**config.mk**
```make
export PLATFORM = sky130hd
export DESIGN_NAME = spi_reg_ctrl
export DESIGN_NICKNAME = d
export VERILOG_FILES = /design/src/rtl/spi_reg_ctrl.sv
export SDC_FILE = /design/constraint.sdc
export NUM_CORES = 1
export LEC_CHECK = 0
export ABC_AREA = 0
export CAP_MARGIN = 20
export CORE_UTILIZATION = 50
export DETAILED_ROUTE_END_ITERATION = 12
export PLACE_DENSITY = 0.76
export RECOVER_POWER = 100
export SYNTH_ARGS = -nofsm -noshare
export SYNTH_HDL_FRONTEND = slang
export SYNTH_SLANG_ARGS = --single-unit
```
**constraint.sdc**
```tcl
create_clock -name clk -period 4.4 [get_ports clk]
set_input_delay 1.32 -clock clk [delete_from_list [all_inputs] [get_ports clk]]
set_output_delay 1.32 -clock clk [all_outputs]
set_load 0.005 [all_outputs]
```
**src/rtl/spi_reg_ctrl.sv**
```systemverilog
// spi_reg_ctrl: SPI slave register file with command decode, auto-increment bursts and sticky error flag
module spi_reg_ctrl #(
  parameter int WIDTH = 8,
  parameter logic [WIDTH-1:0] SIG = 8'hA5
) (
  input  logic               clk,
  input  logic               rst_n,
  input  logic               sel_n,
  input  logic               rx_valid,
  input  logic [WIDTH-1:0]   rx_data,
  output logic [WIDTH-1:0]   tx_data,
  output logic               tx_load,
  input  logic [6:0]         status_in,
  output logic [7*WIDTH-1:0] regs_out,
  output logic               wr_strobe,
  output logic [2:0]         wr_addr,
  output logic               err
);
  typedef enum logic [2:0] {IDLE, CMD, WRITE, READ, DRAIN} state_t;
  state_t               state_q;
  logic [2:0]           addr_q;
  logic [2:0]           rd_addr;
  logic [6:0][WIDTH-1:0] regs_q;
  logic [WIDTH-1:0]     tx_data_q;
  logic [WIDTH-1:0]     rd_val;
  logic                 tx_load_q;
  logic                 wr_strobe_q;
  logic [2:0]           wr_addr_q;
  logic                 err_q;
  assign tx_data   = tx_data_q;
  assign tx_load   = tx_load_q;
  assign wr_strobe = wr_strobe_q;
  assign wr_addr   = wr_addr_q;
  assign err       = err_q;
  assign regs_out  = regs_q;
  // next transmit value: the command's start address in CMD, otherwise the incremented burst address
  always_comb begin
    rd_addr = state_q == CMD ? rx_data[2:0] : addr_q + 3'd1;
    rd_val  = rd_addr == 3'd7 ? WIDTH'({err_q, status_in}) : regs_q[rd_addr];
  end
  // protocol FSM; deselect dominates every state and any coincident rx_valid
  always_ff @(posedge clk) begin
    if (!rst_n) begin
      state_q     <= IDLE;
      addr_q      <= '0;
      regs_q      <= '0;
      tx_data_q   <= '0;
      tx_load_q   <= 1'b0;
      wr_strobe_q <= 1'b0;
      wr_addr_q   <= '0;
      err_q       <= 1'b0;
    end else begin
      tx_load_q   <= 1'b0;
      wr_strobe_q <= 1'b0;
      if (sel_n) begin
        state_q <= IDLE;
        addr_q  <= '0;
      end else begin
        case (state_q)
          IDLE: begin
            state_q   <= CMD;
            tx_data_q <= SIG;
            tx_load_q <= 1'b1;
          end
          CMD: if (rx_valid) begin
            if (rx_data[6:3] != 4'd0) begin
              err_q   <= 1'b1;
              state_q <= DRAIN;
            end else begin
              addr_q  <= rx_data[2:0];
              state_q <= rx_data[7] ? READ : WRITE;
              if (rx_data[7]) begin
                tx_data_q <= rd_val;
                tx_load_q <= 1'b1;
                if (rd_addr == 3'd7) err_q <= 1'b0;
              end
            end
          end
          WRITE: if (rx_valid) begin
            addr_q <= addr_q + 3'd1;
            if (addr_q == 3'd7) err_q <= 1'b1;
            else begin
              regs_q[addr_q] <= rx_data;
              wr_strobe_q    <= 1'b1;
              wr_addr_q      <= addr_q;
            end
          end
          READ: if (rx_valid) begin
            addr_q    <= rd_addr;
            tx_data_q <= rd_val;
            tx_load_q <= 1'b1;
            if (rd_addr == 3'd7) err_q <= 1'b0;
          end
          default: ;
        endcase
      end
    end
  end
endmodule

```
==> results.yml <==
run_status:
  status: "finished, final reports clean"
timing:
  finalSetupTns_ns: 0
  rsz0062_at_grt: "false"
  fin_worst_skew_ns: 0.00988
  final_hold_viol_count: 0
  worst_slew_margin_rel_pct: 23.7
  timing.final.ws_setup_ns: 0.520
  timing.final.max_slew_violations: 0
  worst_max_slew_pin_slew_ns: 1.11
  final.period_utilization_pct: 88.2
  post-route-min-period_ns: 3.88
  setup_viol: 0
  max_freq_ghz: 0.258
clock_tree:
  postCtsResizedCells: 0
  number_of_clock_buffers_inserted_by_tritoncts: 9
  ctsLongestPathBuffers: 2
  clock_tree.root_cell: "clkbuf_8"
  clock_insertion_delay_worst_skew_ns: 0.35
  tritoncts: "done"
  cts_hold_buf: 0
  clock-sinks: 76
  postCtsSetupRepairBufs: 0
  htree_levels: 3
  clock_pin_slew_worst_setup_and_hold_paths_ns: 0.08
final_layout:
  antenna-diode-count: 0
  final-instance-count-excl-fill: 610
  synth_to_layout_area_growth_pct: 28.7
  layout.core_utilization_pct: 66.8
  fillCellCount: 657
  layout_cells_sized_above_1_pct: 9.84
  finalInstanceArea_mm2: 0.00519
  net_count_reported_at_finish: 524
setup_path:
  biggest_fanout_along_the_worst_timing_path: 9
  timing_worst_setup_path_type: "in2reg"
  arrival_ns: 4.09
  cp-end-kind: "register"
  timing.reg2reg.setup_slack_ns: 1.04
  start_kind: "input port"
  required_ns: 4.61
synth:
  synthesis.instances: 424
  synthDominantCellAreaShare_pct: 37.7
  synth_area_per_cell_um2: 9.51
  synth.largest_area_cell: "dfxtp_1"
  synth.cell_area_mm2: 0.00403
  syn-num-nets: 445
  synth_flop_cell: "dfxtp_1"
  synth.top_cells.by_area: "dfxtp_1 38%, mux2i_1 21%, mux4_2 8.9%"
  synthesis.yosys.warnings: 0
  postSynth.asyncResetShare_pct: 0
  synth_enable_flop_cells: 0
  synth_cell_types: 40
  ys_ff_latch: 76
  synth_sequential_area_ratio_pct: 37.7
power_and_ir_drop:
  irDropWorstVdd_uv: 161
  p_per_area_mw_per_mm2: 277
  clockPowerShare_pct: 43.8
  p_leak_nw: 2.30
  power_frac_comb_pct: 7.8
  sequentialPowerShare_pct: 48.4
  power_report.internal_total_mw: 1.12
  power_switching_mw: 0.323
  power.switching_fraction_pct: 22.4
floorplan:
  design.die.area_mm2: 0.00843
  die_height_um: 91.8
  start_util_pct: 51.9
  pin_count: 89
  die_x_um: 91.8
  core-area_mm2: 0.00777
  core.rowCount: 32
placed_design:
  dpl-instance-area_mm2: 0.00503
  gp_congestion: 0.854
  dp_slack_ns: 0.342
  port-buffer-count: 88
  post-place-cells: 594
  hpwlAfterDp_um: 7530
grt:
  grt_max_degree: 66
  global_route.overflow_total: 0
  grt_antenna_before_repair: 0
  grt_first_pass_wirelength_um: 17900
  grt.total_usage_pct: 27.5
  first_global_vias: 3383
detailed_routing:
  viasPerCell: 5.78
  wire_per_inst_um: 18.2
  detail-route-antenna-nets: 0
  drtPass1Iterations: 4
  drc: 0
  drt_first_iter_violations: 261
  totalWireLength_um: 11100
  via_count: 3528
flow_run:
  max_cap_violations: 0
hold_path:
  hp-class: "reg2reg"
==> area by class of cell <==
class | instances | area, µm² | area share (%)
Clock inverter | 5 | 100 | 1.93
Tap cell | 102 | 128 | 2.46
Multi-Input combinational cell | 305 | 2300 | 44.3
Clock buffer | 11 | 131 | 2.53
Sequential cell | 76 | 1520 | 29.3
Inverter | 4 | 15.0 | 0.289
Timing Repair Buffer | 107 | 997 | 19.2
==> worst max-delay path: stages <==
cell and delay (ns):
dlygate4sd3_1 0.60, or3b_1 0.38, or4b_1 0.67, nor3_2 0.76, mux2i_1 0.29, nor2_1 0.06
==> worst paths after layout <==
check        startpoint      endpoint  cells past startpoint
max reg2reg   addr_q[0]    tx_data[5]                      6
max            rx_valid  regs_out[51]                      6
min          tx_data[6]    tx_data[6]                      2
min reg2reg  tx_data[6]    tx_data[6]                      2
==> registers in the layout, indices dropped and copies added, names as in the netlist <==
signal,count
regs_out,56
tx_data,8
addr_q,3
state_q,3
wr_addr,3
err,1
tx_load,1
wr_strobe,1
==> metrics by stage <==
stage          hold slack, ns  power (mW)
2_1_floorplan           0.453       0.780
3_3_place_gp            0.475       0.825
3_5_place_dp            0.479       0.827
4_1_cts                 0.492        1.45
5_1_grt                 0.513        1.49
6_report                0.500        1.44
==> power groups by stage <==
stage	combinational (mW)	sequential (mW)	clock (mW)
floorplan	0.0699	0.711	0
finish	0.113	0.696	0.631
global route	0.122	0.697	0.672
global placement	0.113	0.712	0
detailed placement	0.114	0.713	0
CTS	0.115	0.696	0.639
==> cell usage after synthesis, types with 3 or more instances <==
| master | number |
|---|---|
| mux2i_1 | 83 |
| mux4_2 | 16 |
| inv_1 | 4 |
| nor2_1 | 80 |
| o22ai_1 | 4 |
| clkbuf_1 | 26 |
| nor2b_1 | 11 |
| o211ai_1 | 3 |
| buf_2 | 3 |
| buf_1 | 6 |
| mux2_2 | 5 |
| nand2_1 | 17 |
| dfxtp_1 | 76 |
| o21ai_0 | 9 |
| a211oi_1 | 11 |
| a2bb2oi_1 | 3 |
| a21oi_1 | 25 |
| nor3_1 | 5 |
| a22oi_1 | 4 |
| nand3b_1 | 3 |
==> kinds of logic (layout without fill, tap and decap cells) <==
group	after synthesis	after routing	synth area share, %
AO/OA/AOI/OAI	65	65	10.1
adder cells (fa/ha/maj)	2	2	0.620
buffers and inverters	43	127	4.65
flip-flops	76	76	37.7
multiplexers	105	105	31.3
AND/OR/NAND/NOR	133	133	15.7
==> metal layers <==
layer / GRT usage [%] / wire length [µm]
met5: 0 / 0
met3: 3.65 / 508
met4: 11.8 / 220
met2: 44.3 / 5420
met1: 36.9 / 4940
==> cell usage in the layout, fill, tap and decap left out, types with 2 or more instances in the layout <==
cell type,instances
nand3_1,2
clkbuf_1,9
clkinv_2,2
mux2i_1,84
or3b_1,2
o211ai_1,3
nor4_1,2
inv_1,4
a22oi_1,4
o21ai_0,9
clkbuf_8,9
nor4b_1,2
mux2_2,5
nand2b_1,2
dlygate4sd3_1,73
or3_1,2
buf_4,12
nor2_1,80
o22ai_1,4
nor2b_1,11
a311oi_1,2
a2bb2oi_1,3
nor3_1,5
bufinv_16,3
a21oi_1,25
dfxtp_1,76
ha_1,2
nand2_1,17
mux4_2,16
clkdlybuf4s50_1,15
nand3b_1,3
a211oi_1,11
No activity file was read; power rests on OpenSTA's default activity.
==> variant, RTL diff (same settings) <==
Re-encode `state_t` (5 states) as one-hot, 5 bits wide.
--- a/src/rtl/spi_reg_ctrl.sv
+++ b/src/rtl/spi_reg_ctrl.sv
@@ -17,5 +17,5 @@
   output logic               err
 );
-  typedef enum logic [2:0] {IDLE, CMD, WRITE, READ, DRAIN} state_t;
+  typedef enum logic [4:0] {IDLE = 5'b00001, CMD = 5'b00010, WRITE = 5'b00100, READ = 5'b01000, DRAIN = 5'b10000} state_t;
   state_t               state_q;
   logic [2:0]           addr_q;
Formal check against the unedited RTL: same outputs for any inputs over 4 cycles, from zero or initial values and one cycle with rst_n low; so few cycles prove little.
==> variant against the unedited design <==
- synthesized area decreased by 6.0%
- hold slack got worse by 34 ps
- die area shrank 5.9%
- worst setup slack lost 2.6 ps
- wire length rose by 9.5%
- sequential cell count up 2
- combinational power down 9.7%
- synthesized cell count unchanged
- global-route usage is 5.0 points higher
- design area shrank 5.4%
- largest power group unchanged
- total power fell by 5.3%
==> variant: results (changes against the unedited design) <==
- DP Cell Count: 593 (-0.17%)
- P_clk: 0.000545 W (-14%)
- Crit-path max FO: 9 (unchanged)
- Register area share after synthesis: 41.2% (+3.5 points)
- Post-Place Worst Slack: 353 ps (+11.3 ps)
- Top cells by count, synth: 78 x dfxtp_1, 64 x nor2_1, 58 x mux2i_1
- Biggest cell delay along the critical path: 730 ps (-30 ps)
- Leakage: 2.07 nW (-10%)
- Layout cell share with drive strength beyond 1: 8.24% (-1.6 points)
- Peak VDD IR: 0.192 mV (+19%)
- WHS Endpoint: wr_addr[1]
- Synth top area cells: dfxtp_1 41%, mux2i_1 15%, nor2_1 6.3%
- Hold Startpoint: wr_addr[1]
- CTS buffer count: 9 (unchanged)
- WL final: 12.1 mm (+9.5%)
- R2R depth: 9 (+3)
- Crit path launch: rx_data[6]
- Top Metal Used: met4
- Worst slew pin tran: 1220 ps (+111 ps)
- Status: finished, final reports clean
- Detailed-router iteration count before antenna repair: 5 (+1)
- Vias post-DR: 3587 (+1.7%)
- Initial DRC count: 267 (+2.3%)
- Vias in the first global route: 3331 (-1.5%)
- Met3 Routed Length: 855 um (+68%)
- Number of max-cap violations: 0 (unchanged)
- Nets@finish: 526 (+0.38%)
- R2r endpoint: regs_out[11]
- Wl on met1: 5.30 mm (+7.4%)
- Int Power: 0.00102 W (-9.1%)
- Synth unique cells: 56 (+40%)
- Global routing usage on met2: 51.7% (+7.4 points)
- # resized after CTS: 0 (unchanged)
- Met3 usage: 5.54% (+1.9 points)
- First-pass GRT wire length: 18.6 mm (+4.0%)
- Total GRT Usage: 32.4% (+5.0 points)
- CP arrival: 4150 ps (+60 ps)
- Non-filler cells, final: 609 (-0.16%)
- R2R Setup Slk: 1270 ps (+230 ps)
- GR Layer Usage met1: 43.6% (+6.7 points)
- Slowest cell on the critical path: dlygate4sd3_1
- Clk Latency, worst-skew pair: 360 ps
- Seq group: 0.000716 W (+3%)
- Final HPWL DP: 8.61 mm (+14%)
- Worst min-delay path class: flop to flop
- Largest net degree at the start of global routing: 28 (-58%)
- GPL Wtd Cong: 0.875 (+2.5%)
- Met2 WL: 5.64 mm (+4.1%)
- Cell Area, Placed: 4750 sq um (-5.5%)
- Switching Power: 0.000349 W (+7.8%)
- Clock skew: 13.8 ps (+3.96 ps)
-- variant: through the flow --
step	utilization [%]	hold slack, ps
floorplan	-	453
global placement	65.1	459
detailed placement	65.1	454
CTS	67.7	467
global route	67.3	504
finish	67.3	466
-- variant: how the worst max path moves through the flow --
stage	to	slack, ps	cells after the start
floorplan	tx_data[6]	1440	6
global placement	tx_data[3]	260	7
detailed placement	tx_data[3]	350	7
CTS	tx_data[3]	710	7
global route	regs_out[9]	390	8
finish	tx_data[3]	520	7
-- variant: area by class of cell --
type	instances	area, sq um
Sequential cell	78	1560
Clock buffer	11	131
Clock inverter	5	58.8
Timing Repair Buffer	104	978
Tap cell	99	124
Fill cell	654	2380
Inverter	4	15.0
Multi-Input combinational cell	308	2040
-- variant: logic make-up (layout without fill, tap and decap cells) --
group	after synthesis	in the layout	synth area share, %
adders and majority gates	2	2	0.660
buffers and inverters	38	124	4.79
muxes	65	65	17.4
and+or+nand+nor	158	158	20.1
AOI/OAI and AO/OA	83	83	15.9
DFF	78	78	41.2
